==> src/rtl/store_bypass_buffer.sv <==
// ----------------------------------------------------------------------------
// store_bypass_buffer: FIFO of pending masked stores with byte-wise load merge
// Rev 1.0
// ----------------------------------------------------------------------------
`default_nettype none

module store_bypass_buffer #(
  parameter int DATA_BYTES = 16,
  parameter int ADDR_WIDTH = 26,
  parameter int DEPTH      = 4
) (
  input  logic                      clk,
  input  logic                      reset_n,
  input  logic                      enq_valid_i,
  output logic                      enq_ready_o,
  input  logic [ADDR_WIDTH-1:0]     enq_addr_i,
  input  logic [8*DATA_BYTES-1:0]   enq_data_i,
  input  logic [DATA_BYTES-1:0]     enq_mask_i,
  input  logic                      lookup_valid_i,
  input  logic [ADDR_WIDTH-1:0]     lookup_addr_i,
  input  logic [8*DATA_BYTES-1:0]   lookup_data_i,
  output logic                      result_valid_o,
  output logic [8*DATA_BYTES-1:0]   result_data_o,
  output logic [DATA_BYTES-1:0]     result_mask_o,
  output logic                      result_hit_o,
  output logic                      drain_valid_o,
  input  logic                      drain_ready_i,
  output logic [ADDR_WIDTH-1:0]     drain_addr_o,
  output logic [8*DATA_BYTES-1:0]   drain_data_o,
  output logic [DATA_BYTES-1:0]     drain_mask_o,
  output logic [$clog2(DEPTH):0]    count_o,
  output logic                      full_o,
  output logic                      empty_o
);

  localparam int DW    = 8 * DATA_BYTES;
  localparam int PTR_W = $clog2(DEPTH);
  localparam int CNT_W = PTR_W + 1;

  logic [ADDR_WIDTH-1:0] addr_q [DEPTH];
  logic [ADDR_WIDTH-1:0] addr_d [DEPTH];
  logic [DW-1:0]         data_q [DEPTH];
  logic [DW-1:0]         data_d [DEPTH];
  logic [DATA_BYTES-1:0] mask_q [DEPTH];
  logic [DATA_BYTES-1:0] mask_d [DEPTH];

  logic [PTR_W-1:0]      head_q, head_d, tail_q, tail_d, young, idx;
  logic [CNT_W-1:0]      count_q, count_d;

  logic                  res_valid_q;
  logic [DW-1:0]         res_data_q, res_data_d;
  logic [DATA_BYTES-1:0] res_mask_q, res_mask_d;
  logic                  res_hit_q;

  logic                  enq_acc, drain_hs, coalesce, alloc;

  assign full_o         = (count_q == CNT_W'(DEPTH));
  assign empty_o        = (count_q == '0);
  assign enq_ready_o    = !full_o;
  assign drain_valid_o  = !empty_o;
  assign drain_addr_o   = addr_q[head_q];
  assign drain_data_o   = data_q[head_q];
  assign drain_mask_o   = mask_q[head_q];
  assign count_o        = count_q;
  assign result_valid_o = res_valid_q;
  assign result_data_o  = res_data_q;
  assign result_mask_o  = res_mask_q;
  assign result_hit_o   = res_hit_q;

  assign enq_acc  = enq_valid_i && enq_ready_o;
  assign drain_hs = drain_valid_o && drain_ready_i;
  assign young    = tail_q - PTR_W'(1);
  // Merging into an entry that leaves this cycle would lose the store.
  assign coalesce = enq_acc && !empty_o && (addr_q[young] == enq_addr_i)
                    && !((count_q == CNT_W'(1)) && drain_hs);
  assign alloc    = enq_acc && !coalesce;

  always_comb begin
    addr_d  = addr_q;
    data_d  = data_q;
    mask_d  = mask_q;
    head_d  = head_q;
    tail_d  = tail_q;
    count_d = count_q;
    if (drain_hs) begin
      mask_d[head_q] = '0;
      head_d         = head_q + PTR_W'(1);
    end
    if (coalesce) begin
      for (int b = 0; b < DATA_BYTES; b++) begin
        if (enq_mask_i[b]) data_d[young][8*b +: 8] = enq_data_i[8*b +: 8];
      end
      mask_d[young] = mask_q[young] | enq_mask_i;
    end
    if (alloc) begin
      addr_d[tail_q] = enq_addr_i;
      data_d[tail_q] = enq_data_i;
      mask_d[tail_q] = enq_mask_i;
      tail_d         = tail_q + PTR_W'(1);
    end
    if (alloc && !drain_hs)      count_d = count_q + CNT_W'(1);
    else if (!alloc && drain_hs) count_d = count_q - CNT_W'(1);
  end

  // Walk oldest to youngest so later matches overwrite earlier ones.
  always_comb begin
    res_data_d = lookup_data_i;
    res_mask_d = '0;
    idx        = head_q;
    for (int k = 0; k < DEPTH; k++) begin
      idx = head_q + PTR_W'(k);
      if ((CNT_W'(k) < count_q) && (addr_q[idx] == lookup_addr_i)) begin
        for (int b = 0; b < DATA_BYTES; b++) begin
          if (mask_q[idx][b]) begin
            res_data_d[8*b +: 8] = data_q[idx][8*b +: 8];
            res_mask_d[b]        = 1'b1;
          end
        end
      end
    end
  end

  always_ff @(posedge clk) begin
    if (!reset_n) begin
      head_q      <= '0;
      tail_q      <= '0;
      count_q     <= '0;
      res_valid_q <= 1'b0;
      res_data_q  <= '0;
      res_mask_q  <= '0;
      res_hit_q   <= 1'b0;
      for (int i = 0; i < DEPTH; i++) mask_q[i] <= '0;
    end else begin
      head_q      <= head_d;
      tail_q      <= tail_d;
      count_q     <= count_d;
      res_valid_q <= lookup_valid_i;
      for (int i = 0; i < DEPTH; i++) mask_q[i] <= mask_d[i];
      if (lookup_valid_i) begin
        res_data_q <= res_data_d;
        res_mask_q <= res_mask_d;
        res_hit_q  <= |res_mask_d;
      end
    end
  end

  always_ff @(posedge clk) begin
    for (int i = 0; i < DEPTH; i++) begin
      addr_q[i] <= addr_d[i];
      data_q[i] <= data_d[i];
    end
  end

endmodule

`default_nettype wire
==> config.mk <==
export PLATFORM = sky130hd
export DESIGN_NAME = store_bypass_buffer
export DESIGN_NICKNAME = d
export VERILOG_FILES = /design/src/rtl/store_bypass_buffer.sv
export SDC_FILE = /design/constraint.sdc
export NUM_CORES = 2
export LEC_CHECK = 0
export ABC_AREA = 1
export ABC_CLOCK_PERIOD_IN_PS = 4100
export BUFFER_PORTS_ARGS = -buffer_cell sky130_fd_sc_hd__buf_2
export CAP_MARGIN = 20
export CORE_MARGIN = 2
export CORE_UTILIZATION = 54
export DETAILED_ROUTE_END_ITERATION = 6
export PLACE_DENSITY = 0.77
export SKIP_LAST_GASP = 1
export SLEW_MARGIN = 30
export SYNTH_ARGS = -nofsm -noshare
export SYNTH_HDL_FRONTEND = slang
export SYNTH_SLANG_ARGS = --single-unit
==> constraint.sdc <==
create_clock -name clk -period 4.1 [get_ports clk]
set_input_delay 0.205 -clock clk [delete_from_list [all_inputs] [get_ports clk]]
set_output_delay 0.205 -clock clk [all_outputs]
set_load 0.01 [all_outputs]
==> results.cfg <==
[timing]
finClkSkew_ps = 31.2
post-route-period-util = 0.958
rsz0062_at_grt = false
fmax_ghz = 0.255
setup_violations = 0
tightestPinTransition_ps = 1040
period_needed_ps = 3930
slew_violations = 0
slew_headroom = 0.304
hold_viol = 0
setup_tns_ps = 0
setup_ws_ps = 174

[run_status]
status = complete, but fails checks
violations = design-rule violations

[floorplanning]
start_util = 0.545
die-area_um2 = 104000
coreArea_um2 = 100000
die_y_um = 322
ios = 652
die_x_um = 322
rows = 116

[clock_network]
clock_sinks = 833
worstSkewPairLatency_ps = 710
cts_tree = built
cts_made_buffers = 94
cts.clk_slew.worst_paths_ps = 60
cts_root_buf = clkbuf_16
clock_tree.buffer_depth = 3
htree_num_levels = 3

[critical_path]
worstPathRequired_ps = 4700
crit_family = simple AND/OR/NAND/NOR gates
crit_chain = buf_12 > nand3_1 > nand2_1 > nand2_1 > nand2_1 > nand3_1 > nor2_1 > nand2_1 > nor2_4 > nand2_2 > inv_4 > buf_12 > nand3_1 > nand3_1 > nand3_1 > nand2_1 > nand2_1 > a21oi_1
path_max_fanout = 156
cp-endpoint = result_data_o[1]
worstSetupEndpointType = flop
reg2reg_setup_slack_ps = 170
crit_buf_inv = 3
slowest_stage = buf_12
reg2reg_depth = 18
cp_common_cell = nand2_1
path_depth = 18
critPathLaunchType = flop
startpoint = head_q[1]
arrival_ps = 4520
cpPeakStageDelay_ps = 710
critical_path_class = flop to flop
r2r_end = result_data_o[1]
r2r_start = head_q[1]

[placed_design]
io_buffers = 651
dp_slack_ps = 155
gp_congestion = 0.960
place_hpwl_um = 139000

[grt]
grt_max_degree = 259
grt_pass1_wl_um = 316000
grt-ovfl-total = 0
antenna_found_initial = 21
gr-usage-all-layers = 0.383
grt_pass1_vias = 56805

[synthesis]
avgSynthCellArea_um2 = 6.07
syn-cell-area_um2 = 54600
ys_seq_area_frac = 0.325
synth_top_family_by_area = simple AND/OR/NAND/NOR gates
yosysWarnings = 0
synth_compound_area_frac = 0.174
synthCells = 9000
synthMuxAreaShare = 0.0235
yosys.area_share.simple = 0.366
ys.flop_type = dfxtp_1
synth.distinct_cells = 45
synth-seq-cells = 833
async_reset_ff_frac = 0
yosys.area_share.adder = 0.00298
syn-num-nets = 9342
synth_xor_area_frac = 0.00193
synth-edff-count = 104

[routing]
drt_iter0_drc = 7639
wl_met1_um = 81900
wl_per_cell_um = 19.0
dr.pass1.iters = 7
viasPerCell = 5.77
wl_met2_um = 91800
vias = 63316
top_layer = met5
drt_wl_total_um = 209000
drc = 11
met3_length_um = 23000
drtAntennaViolNets = 0

[run]
cap_violations = 0

[finish]
final_cell_mix = nand2_1 (3359), o21ai_0 (1242), nand3_1 (960), inv_1 (804), dfxtp_1 (726)
syn2layout_area_growth_pct = 17.0
nets = 9918
mostFrequentLayoutCell = nand2_1
drive_gt1_frac = 0.121

[pwr]
ir_worst_vdd_v = 0.000526
powerDensity_nw_per_um2 = 706
p_leak_nw = 31.1
power.total_mw = 45.1

[min_path]
hold_class = primary input to flop
worstHoldPathCells = 7
worst reg2reg max path: stages (launching register included):
cell and delay [ps]:
dfxtp_4 390, buf_12 710, nand3_1 280, nand2_1 180
nand2_1 60, nand2_1 50, nand3_1 180, nor2_1 170
nand2_1 90, nor2_4 190, nand2_2 150, inv_4 280
buf_12 300, nand3_1 190, nand3_1 100, nand3_1 70
nand2_1 80, nand2_1 140, a21oi_1 200
synthesized netlist by cell type, types with 3 or more instances:
master | n | area share
mux2i_1 | 128 | 0.023
xnor2_1 | 7 | 0.0011
buf_4 | 65 | 0.0089
o22ai_1 | 5 | 0.00057
nor2_4 | 3 | 0.00062
clkinv_1 | 3 | 0.00021
xor2_1 | 5 | 0.00080
and2_1 | 3 | 0.00034
inv_2 | 36 | 0.0025
o211ai_1 | 5 | 0.00069
nand2_2 | 91 | 0.010
a31oi_1 | 7 | 0.00080
nand2_4 | 4 | 0.00083
edfxtp_1 | 104 | 0.057
nor3_1 | 88 | 0.0081
clkbuf_1 | 220 | 0.015
or2_2 | 43 | 0.0049
inv_1 | 806 | 0.055
nor2_1 | 218 | 0.015
nand3b_1 | 7 | 0.00096
dfxtp_1 | 729 | 0.27
buf_1 | 73 | 0.0050
a21oi_1 | 222 | 0.020
ha_1 | 13 | 0.0030
nand2_1 | 3360 | 0.23
nand3_1 | 961 | 0.088
nor2_2 | 3 | 0.00034
nand3_2 | 7 | 0.0013
o21ai_0 | 1242 | 0.11
nand4_1 | 13 | 0.0015
o21ai_1 | 224 | 0.021
buf_6 | 27 | 0.0056
o21ai_2 | 21 | 0.0034
buf_2 | 159 | 0.015
o2111ai_1 | 81 | 0.013
or2_0 | 4 | 0.00046
metal layers:
layer / global-route usage / up-vias
met5: 0 / -
met3: 0.0692 / 693
met1: 0.494 / 28477
met2: 0.606 / 3745
met4: 0.212 / 14
li1: - / 30387
state kept, by name (all words and copies together) (netlist names):
name,flops
addr_q,104
result_valid_o,1
head_q,2
mask_q,64
result_mask_o,16
count_o,3
result_hit_o,1
result_data_o,128
data_q,512
tail_q,2
kinds of logic (layout without fill, tap and decap cells):
| group | after synthesis | in the layout |
|---|---|---|
| AOI/OAI and AO/OA | 1811 | 1811 |
| xor gates and xnor gates | 12 | 12 |
| adders and majority gates | 13 | 13 |
| buffers and inverters | 1392 | 2045 |
| DFF | 833 | 833 |
| muxes | 128 | 128 |
| other | 0 | 14 |
| and+or+nand+nor | 4811 | 4811 |
through the flow:
stage | utilization | hold slack, ps | cell area, um2 | instances
finish | 0.638 | 25.7 | 63900 | 10965
global route | 0.638 | 47.0 | 63900 | 10964
CTS | 0.637 | 1.96 | 63700 | 10948
detailed placement | 0.582 | 445 | 58300 | 10546
global placement | 0.582 | 437 | 58300 | 10546
floorplan | - | 304 | 54600 | 9000
report_power, final:
group          total, mW  switching (mW)  internal, mW  leakage [nW]
logic               23.4            16.1          7.33          22.5
clock network       8.89            3.76          5.13          1.56
registers           12.8            1.57          11.2          7.05
worst min path at each step:
| stage | from | endpoint | slack, ps |
|---|---|---|---|
| 3_5_place_dp | enq_data_i[79] | data_q[335] | 440 |
| 4_1_cts | lookup_data_i[96] | result_data_o[96] | 2 |
| 3_3_place_gp | enq_data_i[79] | data_q[335] | 440 |
| 5_1_grt | lookup_data_i[104] | result_data_o[104] | 50 |
| 2_1_floorplan | enq_addr_i[0] | addr_q[0] | 300 |
| 6_report | lookup_data_i[104] | result_data_o[104] | 30 |
final cells by class:
cell class	count	area [um2]
fillers	9341	36300
diodes	14	35.0
multi-input cells	6775	31000
inverters	846	3210
well taps	1298	1620
flip-flops and latches	833	17700
repair buffers	1026	7040
clock buffers	145	2830
clock inverters	28	360
repair_timing:
item,in CTS,in global routing
hold endpoints to repair,744,0
hold buffers,229,0
resized for setup,0,5
setup endpoints to repair,0,32
buffers inserted,0,2
(Power assumes the default switching activity.)
